[src/rtl/secuenciador_notas.sv]
// secuenciador_notas: plays a small (nota, duracion) step table into ciclo_master.
// The host fills the table; on start the steps are played in order, with each step ending
// when the ciclo count fed back by ciclo_master wraps to zero.
module secuenciador_notas #(
  parameter int unsigned N_PASOS = 8,
  parameter int unsigned W_IDX   = 3
) (
  input  logic             clk_i,
  input  logic             reset_i,
  input  logic             wr_en_i,
  input  logic [W_IDX-1:0] wr_addr_i,
  input  logic [3:0]       wr_nota_i,
  input  logic [5:0]       wr_dur_i,
  input  logic             start_i,
  input  logic             stop_i,
  input  logic             loop_i,
  input  logic [5:0]       ciclo_i,
  output logic             en_ciclo_o,
  output logic [5:0]       duracion_o,
  output logic [3:0]       nota_o,
  output logic [W_IDX-1:0] paso_o,
  output logic             busy_o,
  output logic             done_o
);

  localparam int unsigned W_NOTA = 4;
  localparam int unsigned W_DUR  = 6;

  typedef struct packed {
    logic [W_NOTA-1:0] nota;
    logic [W_DUR-1:0]  dur;
  } entrada_t;

  typedef enum logic [2:0] {
    S_IDLE,
    S_CARGA,
    S_TOCA,
    S_PAUSA,
    S_FIN
  } state_e;

  entrada_t          tabla_q [N_PASOS];
  state_e            state_q;
  logic [W_IDX-1:0]  paso_q;
  logic [W_NOTA-1:0] nota_q;
  logic [W_DUR-1:0]  duracion_q;
  logic [W_DUR-1:0]  ciclo_prev_q;
  logic              en_ciclo_q;
  logic              busy_q;
  logic              done_q;

  entrada_t          entrada;
  logic [W_DUR-1:0]  duracion_d;
  logic [W_IDX-1:0]  paso_d;
  logic              fin_paso;
  logic              ultimo_paso;
  logic              fin_tabla;

  // Step table: host writes land on the edge in any state; reset clears every entry.
  always_ff @(posedge clk_i) begin
    if (reset_i) begin
      for (int unsigned i = 0; i < N_PASOS; i++) begin
        tabla_q[i] <= '0;
      end
    end else if (wr_en_i) begin
      tabla_q[wr_addr_i] <= '{nota: wr_nota_i, dur: wr_dur_i};
    end
  end

  // Entry under the current index and derived step-control conditions.
  always_comb begin
    entrada     = tabla_q[paso_q];
    fin_tabla   = (entrada.dur == '0);
    // A one-ciclo step would end immediately on the initial zero, so it is stretched to two.
    duracion_d  = (entrada.dur == W_DUR'(1)) ? W_DUR'(2) : entrada.dur;
    paso_d      = paso_q + W_IDX'(1);
    ultimo_paso = (paso_q == W_IDX'(N_PASOS - 1));
    // Step is over when the count has just wrapped from duracion-1 back to 0.
    fin_paso    = (ciclo_prev_q == (duracion_q - W_DUR'(1))) && (ciclo_i == '0);
  end

  // Playback FSM with registered outputs; stop overrides everything outside IDLE.
  always_ff @(posedge clk_i) begin
    if (reset_i) begin
      state_q      <= S_IDLE;
      paso_q       <= '0;
      nota_q       <= '0;
      duracion_q   <= '0;
      ciclo_prev_q <= '0;
      en_ciclo_q   <= 1'b0;
      busy_q       <= 1'b0;
      done_q       <= 1'b0;
    end else begin
      done_q <= 1'b0;
      if (stop_i && (state_q != S_IDLE)) begin
        state_q    <= S_IDLE;
        en_ciclo_q <= 1'b0;
        busy_q     <= 1'b0;
        nota_q     <= '0;
      end else begin
        unique case (state_q)
          S_IDLE: begin
            if (start_i && !stop_i) begin
              paso_q  <= '0;
              busy_q  <= 1'b1;
              state_q <= S_CARGA;
            end
          end
          S_CARGA: begin
            if (fin_tabla) begin
              if (loop_i) begin
                paso_q  <= '0;
                state_q <= S_CARGA;
              end else begin
                done_q  <= 1'b1;
                state_q <= S_FIN;
              end
            end else begin
              nota_q       <= entrada.nota;
              duracion_q   <= duracion_d;
              ciclo_prev_q <= '0;
              en_ciclo_q   <= 1'b1;
              state_q      <= S_TOCA;
            end
          end
          S_TOCA: begin
            ciclo_prev_q <= ciclo_i;
            if (fin_paso) begin
              en_ciclo_q <= 1'b0;
              state_q    <= S_PAUSA;
            end
          end
          S_PAUSA: begin
            if (ultimo_paso) begin
              if (loop_i) begin
                paso_q  <= '0;
                state_q <= S_CARGA;
              end else begin
                done_q  <= 1'b1;
                state_q <= S_FIN;
              end
            end else begin
              paso_q  <= paso_d;
              state_q <= S_CARGA;
            end
          end
          S_FIN: begin
            busy_q  <= 1'b0;
            nota_q  <= '0;
            state_q <= S_IDLE;
          end
          default: begin
            en_ciclo_q <= 1'b0;
            busy_q     <= 1'b0;
            state_q    <= S_IDLE;
          end
        endcase
      end
    end
  end

  assign en_ciclo_o = en_ciclo_q;
  assign duracion_o = duracion_q;
  assign nota_o     = nota_q;
  assign paso_o     = paso_q;
  assign busy_o     = busy_q;
  assign done_o     = done_q;

endmodule
[config.mk]
export PLATFORM = sky130hd
export DESIGN_NAME = secuenciador_notas
export DESIGN_NICKNAME = d
export VERILOG_FILES = /design/src/rtl/secuenciador_notas.sv
export SDC_FILE = /design/constraint.sdc
export NUM_CORES = 1
export LEC_CHECK = 0
export CAP_MARGIN = 20
export CORE_AREA = 2 2 107 109
export CTS_BUF_LIST = sky130_fd_sc_hd__clkbuf_4 sky130_fd_sc_hd__clkbuf_8
export CTS_CLUSTER_DIAMETER = 120
export DETAILED_ROUTE_END_ITERATION = 8
export DIE_AREA = 0 0 109 111
export MAX_ROUTING_LAYER = met4
export PLACE_DENSITY = 0.69
export SKIP_CTS_REPAIR_TIMING = 1
export SYNTH_ARGS = -nofsm -noshare
export SYNTH_HDL_FRONTEND = slang
export SYNTH_SLANG_ARGS = --single-unit
[constraint.sdc]
create_clock -name clk_i -period 2.5 [get_ports clk_i]
set_input_delay 0.375 -clock clk_i [delete_from_list [all_inputs] [get_ports clk_i]]
set_output_delay 0.375 -clock clk_i [all_outputs]
set_load 0.1 [all_outputs]
==> reports/metrics.cfg, run 1 <==
[synth]
synth-xor-area-share_pct = 1.250
synth_seq_cells = 108
synth_compound_area_share_pct = 6.787
synthFlopType = edfxtp_1
synth_edf_count = 80
synth.net_count = 396
synth_warnings = 0
synth_top_family_by_area = simple AND/OR/NAND/NOR gates
synth_cell_types = 40
muxShareOfSynthArea_pct = 11.23
syn_area_per_cell_um2 = 13.32
synthSimpleGateAreaFrac_pct = 17.73
ys_async_sr_fraction_pct = 0
ys_seq_area_share_pct = 60.42
netlist_area_um2 = 4903
synthCells = 368
synthAdderAreaFrac_pct = 0.7655

[worst_setup_path]
crit_type = reg2reg
cp_max_fo = 7
crit_required_ns = 2.76
cp-end-kind = flop
ff2ff_path_depth = 6
startpoint_type = flop
reg2reg_slack_ns = 0.26
crit_arrival_ns = 2.50
r2r_end = state_q[2]$_SDFFE_PP0P_

[grt]
antenna_found_initial = 0
grt_usage_pct = 18.61
grt_first_pass_wirelength_um = 16330
grt_max_degree = 21
grt_overflow = 0
grt_pass1_vias = 3057

[detailed_routing]
wl_per_cell_um = 17.53
via_per_inst = 5.381
vias = 3078
first_pass_iters = 5
drt_iter0_drc = 183
wirelength_um = 10030
ant_nets = 0
drc = 0

[power]
peakVddDrop_mv = 0.2764
powerDensity_nw_per_um2 = 589.0
total_leakage_power_uw = 0.002014

[sta]
rsz0062_at_grt = no
finalSetupViolations = 0
report.final.slew_viol_count = 0
fin_crit_sh_pct = 89.65
hold_viol = 0
fin_crit_ns = 2.241
max_freq_ghz = 0.4462
final.setup_skew_ns = 0.01395
tightest_slew_ns = 0.7162
setup_tns_ns = 0
relSlewSlack_pct = 52.08

[clock_tree]
htreeDepth = 3
cts_tree = yes
root_buffer = clkbuf_8
clk_pin_slew_ns = 0.10
numCtsBuffers = 9
cts_buffer_depth = 2
clk_latency_ns = 0.37
clock-sinks = 108

[floorplan]
top_level_ports = 41
die_y_um = 111
core_um2 = 11080
die_w_um = 109
die_area_um2 = 12100
row_count = 39
start_util_pct = 44.27

[finish]
layout_common_cells = and2_1 (80), edfxtp_1 (80), buf_4 (36)
drive_above_1_share_pct = 19.81
antenna_cells = 0
fill_cells = 939
area_growth_pct = 16.66
seq_area_um2 = 2969
design_area_um2 = 5720
multi_input_area_um2 = 1852
nets = 452

[placed_design]
gp_congestion = 0.7874
dpl_cell_area_um2 = 5529
place.port_buffers = 40
hpwl_um = 7352

[worst_hold_path]
holdPathEnd = nota_o[3]$_SDFFE_PP0P_
holdPathStages = 2
hold_class = reg2reg
min_from = nota_o[3]$_SDFFE_PP0P_

[status]
status = finished, final reports clean

[job]
maxCapViolations = 0

## worst max-delay path by stage
stage / startpoint / endpoint / slack, ns / cells past startpoint
finish: flop / state_q[2]$_SDFFE_PP0P_ / 0.26 / 6
detailed placement: flop / state_q[2]$_SDFFE_PP0P_ / 0.08 / 6
global placement: flop / nota_o[2]$_SDFFE_PP0P_ / 0.19 / 7
CTS: flop / state_q[2]$_SDFFE_PP0P_ / 0.05 / 6
floorplan: duracion_o[3]$_SDFFE_PP0P_ / en_ciclo_o$_SDFFE_PP0P_ / 0.22 / 5
global route: flop / state_q[2]$_SDFFE_PP0P_ / 0.04 / 6
## metrics by stage
step | total power, uW | setup slack [ns] | hold WS (ns) | instances | utilization [%]
finish | 3370 | 0.2588 | 0.4696 | 572 | 51.64
global route | 3502 | 0.04077 | 0.5056 | 572 | 51.64
CTS | 3399 | 0.05218 | 0.4780 | 572 | 51.61
detailed placement | 2403 | 0.07928 | 0.4622 | 556 | 49.92
global placement | 2394 | 0.1949 | 0.4509 | 556 | 49.92
floorplan | 2262 | 0.2192 | 0.4517 | 368 | -
## cell type report
cell class                      instances  area share, %
Clock inverter                          7          1.115
Inverter                                6         0.3937
Tap cell                              143          3.128
Clock buffer                            9          2.165
Timing Repair Buffer                   60          8.924
Sequential cell                       108          51.90
Multi-Input combinational cell        239          32.37
## worst max-delay path, stage by stage, from the launching register on
cell     delay [ns]
dfxtp_2        0.46
buf_4          0.21
mux4_2         0.50
mux2i_1        0.24
nand2_1        0.16
o31a_1         0.28
nor4b_1        0.28
## logic make-up (layout without fill, tap and decap cells)
| logic type | after synthesis | count (layout) |
|---|---|---|
| adder cells (fa/ha/maj) | 3 | 3 |
| buffers and inverters | 21 | 82 |
| XOR/XNOR | 7 | 7 |
| AO/OA/AOI/OAI | 48 | 48 |
| multiplexers | 30 | 30 |
| AND/OR/NAND/NOR | 151 | 151 |
| flip-flops | 108 | 108 |
## registers in the layout, indices dropped and copies added (netlist names), named ones only
name	count
duracion_o	6
en_ciclo_o	1
tabla_q	80
busy_o	1
done_o	1
ciclo_prev_q	6
nota_o	4
state_q	3
paso_o	3
## cells in the mapped netlist (2+ instances only)
master	count	area (um2)
clkbuf_1	9	33.78
edfxtp_1	80	2402
a32o_1	7	70.07
nand2_1	14	52.55
o31ai_1	2	15.01
nor4_1	2	12.51
nand3b_1	2	15.01
buf_2	5	25.02
nand2b_1	9	56.30
inv_1	6	22.52
a31o_2	5	43.79
mux4_2	20	450.4
o21ai_0	9	45.04
o21ai_1	3	15.01
a22oi_1	3	22.52
xnor2_1	3	26.28
dfxtp_1	28	560.5
xor2_1	4	35.03
nand3_1	3	15.01
nor4b_1	2	17.52
or2_2	2	12.51
a21oi_1	10	50.05
o211ai_1	4	30.03
mux2i_1	10	100.1
nand4_1	2	12.51
nor2b_1	3	18.77
nor2_1	14	52.55
ha_1	3	37.54
and2_1	80	500.5
nor3_1	14	70.07
## layer usage
metal / global-route usage [%] / up-vias / share of wire, %
met2: 29.48 / 75 / 49
met1: 24.04 / 1508 / 45
li1: - / 1484 / -
met4: 7.265 / 0 / 1.7
met3: 2.939 / 11 / 4.6
met5: - / - / 0
## power breakdown
part | internal [uW] | switching, uW
clock | 385 | 625
sequential | 2010 | 37.1
combinational | 125 | 185
Power figures use the tool's default switching activity.
==> inputs of run 2 (changes only) <==
Settings changed: CELL_PAD_IN_SITES_DETAIL_PLACEMENT from default to 0, CELL_PAD_IN_SITES_GLOBAL_PLACEMENT from default to 1, CTS_BUF_LIST sky130_fd_sc_hd__clkbuf_4 sky130_fd_sc_hd__clkbuf_8 to default, PLACE_DENSITY 0.69 to 0.8, SLEW_MARGIN from default to 20.
==> run 2 against run 1 <==
Against the previous run:
- sequential share of layout area decreased by 1.1 points
- largest power group unchanged
- via count is 0.88% higher
- worst setup slack worse by 0.10 ns
- highest routed layer unchanged
- critical endpoint is now en_ciclo_o$_SDFFE_PP0P_
- critical path depth increased by 1
==> reports/metrics.cfg, run 2 (synthesis gave the netlist of run 1 again) <==
[power]
pwr-share-seq_pct = 54.3  ; -6.5 points
peakVddDrop_mv = 0.3888  ; +41%
swShare_pct = 22.60  ; -2.5 points
intPower_uw = 2919  ; +16%
p_clk_share_pct = 37.3  ; +7.3 points
power_frac_comb_pct = 8.5  ; -0.7 points
total_leakage_power_uw = 0.002066  ; +2.6%
p_switching_uw = 852.4  ; +0.60%
powerDensity_nw_per_um2 = 645.8  ; +9.6%

[worst_setup_path]
worst_path_max_delay_cell = mux4_2
slowest_delay_ns = 0.51  ; about the same
crit_required_ns = 2.72  ; -0.04 ns
crit_path_cell_trace = buf_12 -> mux4_2 -> mux2i_1 -> nand4_1 -> o21ai_1 -> buf_4 -> a2111oi_0
cp-end-kind = flop
crit_arrival_ns = 2.56  ; +0.06 ns
reg2reg_slack_ns = 0.16  ; -0.10 ns
startpoint_type = flop
cp_max_fo = 18  ; +11
crit_type = reg2reg

[clock_tree]
cts_tree = yes
root_buffer = clkbuf_16
numCtsBuffers = 9  ; unchanged
htreeDepth = 3  ; unchanged
clk_pin_slew_ns = 0.07  ; -0.03 ns
clk_latency_ns = 0.34  ; -0.03 ns
cts_buffer_depth = 2  ; unchanged
clock-sinks = 108  ; unchanged

[sta]
report.final.slew_viol_count = 0  ; unchanged
finalSetupViolations = 0  ; unchanged
hold_viol = 0  ; unchanged
relSlewSlack_pct = 47.39  ; -4.7 points
rsz0062_at_grt = no
fin_crit_ns = 2.343  ; +0.1014 ns
max_freq_ghz = 0.4269  ; -4.3%
setup_tns_ns = 0  ; unchanged
fin_crit_sh_pct = 93.70  ; +4.1 points
setup_ws_ns = 0.1574  ; -0.1014 ns
final.setup_skew_ns = 0.005546  ; -0.008405 ns
tightest_slew_ns = 0.7862  ; +0.07002 ns

[floorplan]
die_y_um = 111  ; unchanged
row_count = 39  ; unchanged
start_util_pct = 44.27  ; unchanged
core_um2 = 11080  ; unchanged
die_w_um = 109  ; unchanged
top_level_ports = 41  ; unchanged
die_area_um2 = 12100  ; unchanged

[finish]
drive_above_1_share_pct = 18.60  ; -1.2 points
top_register = tabla_q
fill_cells = 918  ; -2.2%
nets = 453  ; +0.22%
largest_register_ffs = 80  ; unchanged
stdcell_count = 573  ; +0.17%
area_growth_pct = 19.11
layout_common_cells = and2_1 (80), edfxtp_1 (80), buf_4 (36)
antenna_cells = 0  ; unchanged

[grt]
grt_first_pass_wirelength_um = 16910  ; +3.5%
antenna_found_initial = 0  ; unchanged
grt_max_degree = 19  ; -9.5%
grt_overflow = 0  ; unchanged
grt_usage_pct = 19.50  ; +0.89 points
grt_pass1_vias = 3145  ; +2.9%

[detailed_routing]
wirelength_um = 10750  ; +7.1%
wl_per_cell_um = 18.75  ; +7.0%
vias = 3105  ; +0.88%
drt_iter0_drc = 221  ; +21%
via_per_inst = 5.419  ; +0.70%
first_pass_iters = 5  ; unchanged
drc = 0  ; unchanged
ant_nets = 0  ; unchanged

[job]
maxCapViolations = 0  ; unchanged

[status]
status = finished, final reports clean

[worst_hold_path]
hold_class = reg2reg

[placed_design]
gp_congestion = 0.7853  ; -0.27%
placed_cells = 557  ; +0.18%
hpwl_um = 7490  ; +1.9%
place.port_buffers = 40  ; unchanged
dp_slack_ns = 0.1474  ; +0.06817 ns

[run 2: layer usage]
| metal | GRT usage [%] | routed length, um | part of all wire, % |
|---|---|---|---|
| met3 | 3.175 | 503 | 4.7 |
| met5 | - | 0 | 0 |
| met4 | 6.154 | 166 | 1.5 |
| met1 | 23.91 | 4528 | 42 |
| met2 | 32.84 | 5548 | 52 |
[run 2: power groups by stage]
stage,sequential [uW],clock [uW],combinational (uW)
2_1_floorplan,2130,0,135
5_1_grt,2060,1500,345
3_3_place_gp,2080,0,318
4_1_cts,2050,1420,322
6_report,2050,1410,320
3_5_place_dp,2090,0,321
[run 2: final cells by class]
class | instances | area, um2 | share of cell area (%)
Clock inverter | 6 | 62.56 | 1.071
Clock buffer | 10 | 229.0 | 3.920
Sequential cell | 108 | 2965 | 50.77
Tap cell | 143 | 178.9 | 3.063
Timing Repair Buffer | 61 | 530.5 | 9.083
Inverter | 6 | 22.52 | 0.3856
Multi-Input combinational cell | 239 | 1852 | 31.71
[run 2: critical path: cells and delay by family (launching register included)]
family	cells	cell delay, ns
multiplexers	2	0.78
AO/OA/AOI/OAI	2	0.45
buffers and inverters	2	0.38
flip-flops	1	0.36
AND/OR/NAND/NOR	1	0.26
[run 2: final timing paths]
check / start / end / depth (start not counted)
max: flop / en_ciclo_o$_SDFFE_PP0P_ / 7
min: nota_o[0]$_SDFFE_PP0P_ / nota_o[0]$_SDFFE_PP0P_ / 2
max reg2reg: flop / en_ciclo_o$_SDFFE_PP0P_ / 7
min reg2reg: nota_o[0]$_SDFFE_PP0P_ / nota_o[0]$_SDFFE_PP0P_ / 2
[run 2: stage by stage]
| step | instance area [um2] | hold WS, ns | util, % | power, uW |
|---|---|---|---|---|
| final | 5841 | 0.4612 | 52.73 | 3772 |
| after global routing | 5841 | 0.4878 | 52.73 | 3900 |
| after CTS | 5841 | 0.4698 | 52.73 | 3795 |
| after detailed placement | 5549 | 0.4573 | 50.10 | 2410 |
| after global placement | 5549 | 0.4496 | 50.10 | 2401 |
| after floorplan | 4906 | 0.4517 | - | 2262 |
==> inputs of run 3 (changes only) <==
Settings changed: ABC_AREA from default to 1, CORE_AREA 2 2 107 109 to 2 2 111 113, DIE_AREA 0 0 109 111 to 0 0 113 115, PLACE_DENSITY 0.8 to 0.83.
==> run 3 against run 2 <==
Against the previous run:
- critical path type unchanged
- non-clock buffer count is 6 lower
- clock skew increased by 0.0020 ns
- highest routed layer unchanged
- the run now ends with DRC left
- worst setup slack improved by 0.068 ns
- register-to-register slack improved by 0.07 ns
- global-route usage down 0.53 points
==> reports/metrics.cfg, run 3 <==
[detailed_routing]
drc = 8  ; +8
first_pass_iters = 7  ; +2
drt_iter0_drc = 406  ; +84%
vias = 3923  ; +26%
wirelength_um = 11440  ; +6.4%
via_per_inst = 4.997  ; -7.8%
ant_nets = 0  ; unchanged
wl_per_cell_um = 14.57  ; -22%

[sta]
finalSetupViolations = 0  ; unchanged
hold-worst-slack_ns = 0.4496  ; -0.01156 ns
fin_crit_ns = 2.274  ; -0.06840 ns
report.final.slew_viol_count = 0  ; unchanged
setup_ws_ns = 0.2258  ; +0.06840 ns
hold_viol = 0  ; unchanged
tightest_slew_ns = 0.4935  ; -0.2927 ns
relSlewSlack_pct = 67.02  ; +20 points
setup_tns_ns = 0  ; unchanged
fin_crit_sh_pct = 90.97  ; -2.7 points
rsz0062_at_grt = no
final.setup_skew_ns = 0.007500  ; +0.001955 ns
max_freq_ghz = 0.4397  ; +3.0%

[synth]
synth_edf_count = 80  ; unchanged
synth_top_area_share_pct = 47.43  ; -1.6 points
netlist_area_um2 = 5065  ; +3.3%
ys_async_sr_fraction_pct = 0  ; unchanged
synth_warnings = 0  ; unchanged
synth.net_count = 619  ; +56%
synthCells = 591  ; +61%
synth_seq_cells = 108  ; unchanged
ys_seq_area_share_pct = 58.50  ; -1.9 points
synth_area_leaders = edfxtp_1 (47%), dfxtp_1 (11%), nor2_1 (11%), nand2_1 (8.7%), inv_1 (4.7%)
synth_top_area_cell = edfxtp_1
netlist_top_cells_count = nor2_1 (148), nand2_1 (118), edfxtp_1 (80)
synth_most_common_cell = nor2_1
synthFlopType = edfxtp_1
syn_area_per_cell_um2 = 8.570  ; -36%
synth_cell_types = 31  ; -23%

[clock_tree]
numCtsBuffers = 9  ; unchanged
clock-sinks = 108  ; unchanged
htreeDepth = 3  ; unchanged
clk_pin_slew_ns = 0.07  ; about the same
root_buffer = clkbuf_16
cts_buffer_depth = 2  ; unchanged
clk_latency_ns = 0.35  ; about the same
cts_tree = yes

[status]
status = complete, but fails checks
violations = DRC

[power]
swShare_pct = 35.90  ; +13 points
peakVddDrop_mv = 0.3276  ; -16%
power.total_uw = 5148  ; +36%
power_frac_comb_pct = 30.8  ; +22 points
intPower_uw = 3299  ; +13%
pwr-share-seq_pct = 42.2  ; -12 points
total_leakage_power_uw = 0.002473  ; +20%
p_switching_uw = 1848  ; +120%
p_clk_share_pct = 27.0  ; -10 points
powerDensity_nw_per_um2 = 873.9  ; +35%

[worst_setup_path]
slowest_delay_ns = 0.62  ; +0.11 ns
path_buf_inv = 2  ; unchanged
crit_required_ns = 2.74  ; +0.02 ns
crit_arrival_ns = 2.51  ; -0.05 ns
cp-end-kind = flop
crit_type = reg2reg
ff2ff_path_depth = 11  ; +4
r2r_end = duracion_o[5]$_SDFFE_PP0P_
reg2reg_slack_ns = 0.23  ; +0.07 ns
cp_max_fo = 13  ; -5
path_delay_family = simple AND/OR/NAND/NOR gates
crit_path_cell_trace = clkinv_1 -> nand3_1 -> nand2_1 -> nand2_1 -> nor2_1 -> nand2_2 -> nand2_4 -> nor2_4 -> inv_2 -> a21oi_1 -> nor2_1
worst_path_max_delay_cell = dfxtp_1
startpoint_type = flop

[floorplan]
top_level_ports = 41  ; unchanged
core_um2 = 11810  ; +6.6%
start_util_pct = 42.88  ; -1.4 points
die_w_um = 113  ; +3.7%
row_count = 40  ; +2.6%
die_area_um2 = 13000  ; +7.4%
die_y_um = 115  ; +3.6%

[finish]
antenna_cells = 0  ; unchanged
multi_input_area_um2 = 1734  ; -6.4%
fill_cells = 1130  ; +23%
largest_register_ffs = 80  ; unchanged
drive_above_1_share_pct = 8.150  ; -10 points
final_common_cell = nor2_1
top_register = tabla_q
area_growth_pct = 16.30
utilization_pct = 49.87  ; -2.9 points
seq_area_um2 = 2963  ; about the same
layout_common_cells = nor2_1 (148), nand2_1 (118), edfxtp_1 (80)
nets = 661  ; +46%

[placed_design]
place.port_buffers = 40  ; unchanged
dp_slack_ns = 0.2442  ; +0.09672 ns
hpwl_um = 8206  ; +9.6%
gp_congestion = 0.8854  ; +13%

[grt]
grt_overflow = 0  ; unchanged
grt_max_degree = 41  ; +22
grt_usage_pct = 18.97  ; -0.53 points
grt_first_pass_wirelength_um = 18460  ; +9.2%
grt_pass1_vias = 3775  ; +20%
antenna_found_initial = 0  ; unchanged

[job]
maxCapViolations = 0  ; unchanged

[worst_hold_path]
holdPathEnd = en_ciclo_o$_SDFFE_PP0P_
hold_class = reg2reg
holdPathStages = 2  ; unchanged
min_from = en_ciclo_o$_SDFFE_PP0P_

run 3: cell types whose count changed in the layout (fill, tap and decap cells not counted), moves of 7 or more:
| cell | change |
|---|---|
| a21oi_1 | +12 |
| a32o_1 | -7 |
| and2_1 | -80 |
| inv_1 | +58 |
| mux2i_1 | -10 |
| mux4_2 | -20 |
| nand2_1 | +104 |
| nand2b_1 | -9 |
| nand3_1 | +28 |
| nor2_1 | +134 |
| nor3_1 | -11 |
| o21ai_0 | +23 |
run 3: cell families after synthesis:
group	after synthesis	share of synthesized area, %
AO/OA/AOI/OAI	73	7.609
flip-flops	108	58.50
adder cells (fa/ha/maj)	3	0.7412
XOR/XNOR	7	1.482
AND/OR/NAND/NOR	309	24.41
buffers and inverters	91	7.263
run 3: worst max-delay path by stage:
stage / slack [ns] / startpoint / cells after the start / to
2_1_floorplan: 0.25 / duracion_o[0]$_SDFFE_PP0P_ / 11 / en_ciclo_o$_SDFFE_PP0P_
3_5_place_dp: 0.24 / flop / 11 / duracion_o[5]$_SDFFE_PP0P_
5_1_grt: 0.01 / flop / 10 / ciclo_prev_q[0]$_SDFFE_PP0P_
3_3_place_gp: 0.29 / flop / 11 / duracion_o[5]$_SDFFE_PP0P_
4_1_cts: 0.21 / flop / 11 / duracion_o[5]$_SDFFE_PP0P_
6_report: 0.23 / flop / 11 / duracion_o[5]$_SDFFE_PP0P_
run 3: worst reg2reg max path, stage by stage (launching register included):
cell      delay (ns)
dfxtp_1         0.62
clkinv_1        0.40
nand3_1         0.19
nand2_1         0.10
nand2_1         0.08
nor2_1          0.07
nand2_2         0.13
nand2_4         0.12
nor2_4          0.20
inv_2           0.08
a21oi_1         0.12
nor2_1          0.05
run 3: final cells by class:
class	count	area share (%)
timing repair buffer	55	8.029
clock inverter	5	0.8921
tap	147	3.122
sequential	108	50.30
multi-input combinational	392	29.44
clock buffer	11	3.951
inverter	67	4.269
run 3: metrics by stage:
step / instances / instance area [um2]
5_1_grt: 785 / 5891
3_3_place_gp: 769 / 5605
2_1_floorplan: 591 / 5065
4_1_cts: 785 / 5891
6_report: 785 / 5891
3_5_place_dp: 769 / 5605
run 3: power by group through the flow:
| stage | clock, uW | sequential (uW) | combinational [uW] |
|---|---|---|---|
| global placement | 0 | 2210 | 1560 |
| floorplan | 0 | 2590 | 853 |
| detailed placement | 0 | 2210 | 1580 |
| finish | 1390 | 2170 | 1590 |
| CTS | 1420 | 2170 | 1590 |
| global route | 1480 | 2190 | 1740 |
run 3: per-layer routing:
layer / wire length [um] / global-route usage [%] / up-vias
li1: - / - / 1992
met1: 5061 / 23.87 / 1802
met2: 5476 / 31.18 / 116
met3: 697 / 3.110 / 13
met4: 200 / 6.911 / 0
met5: 0 / - / -
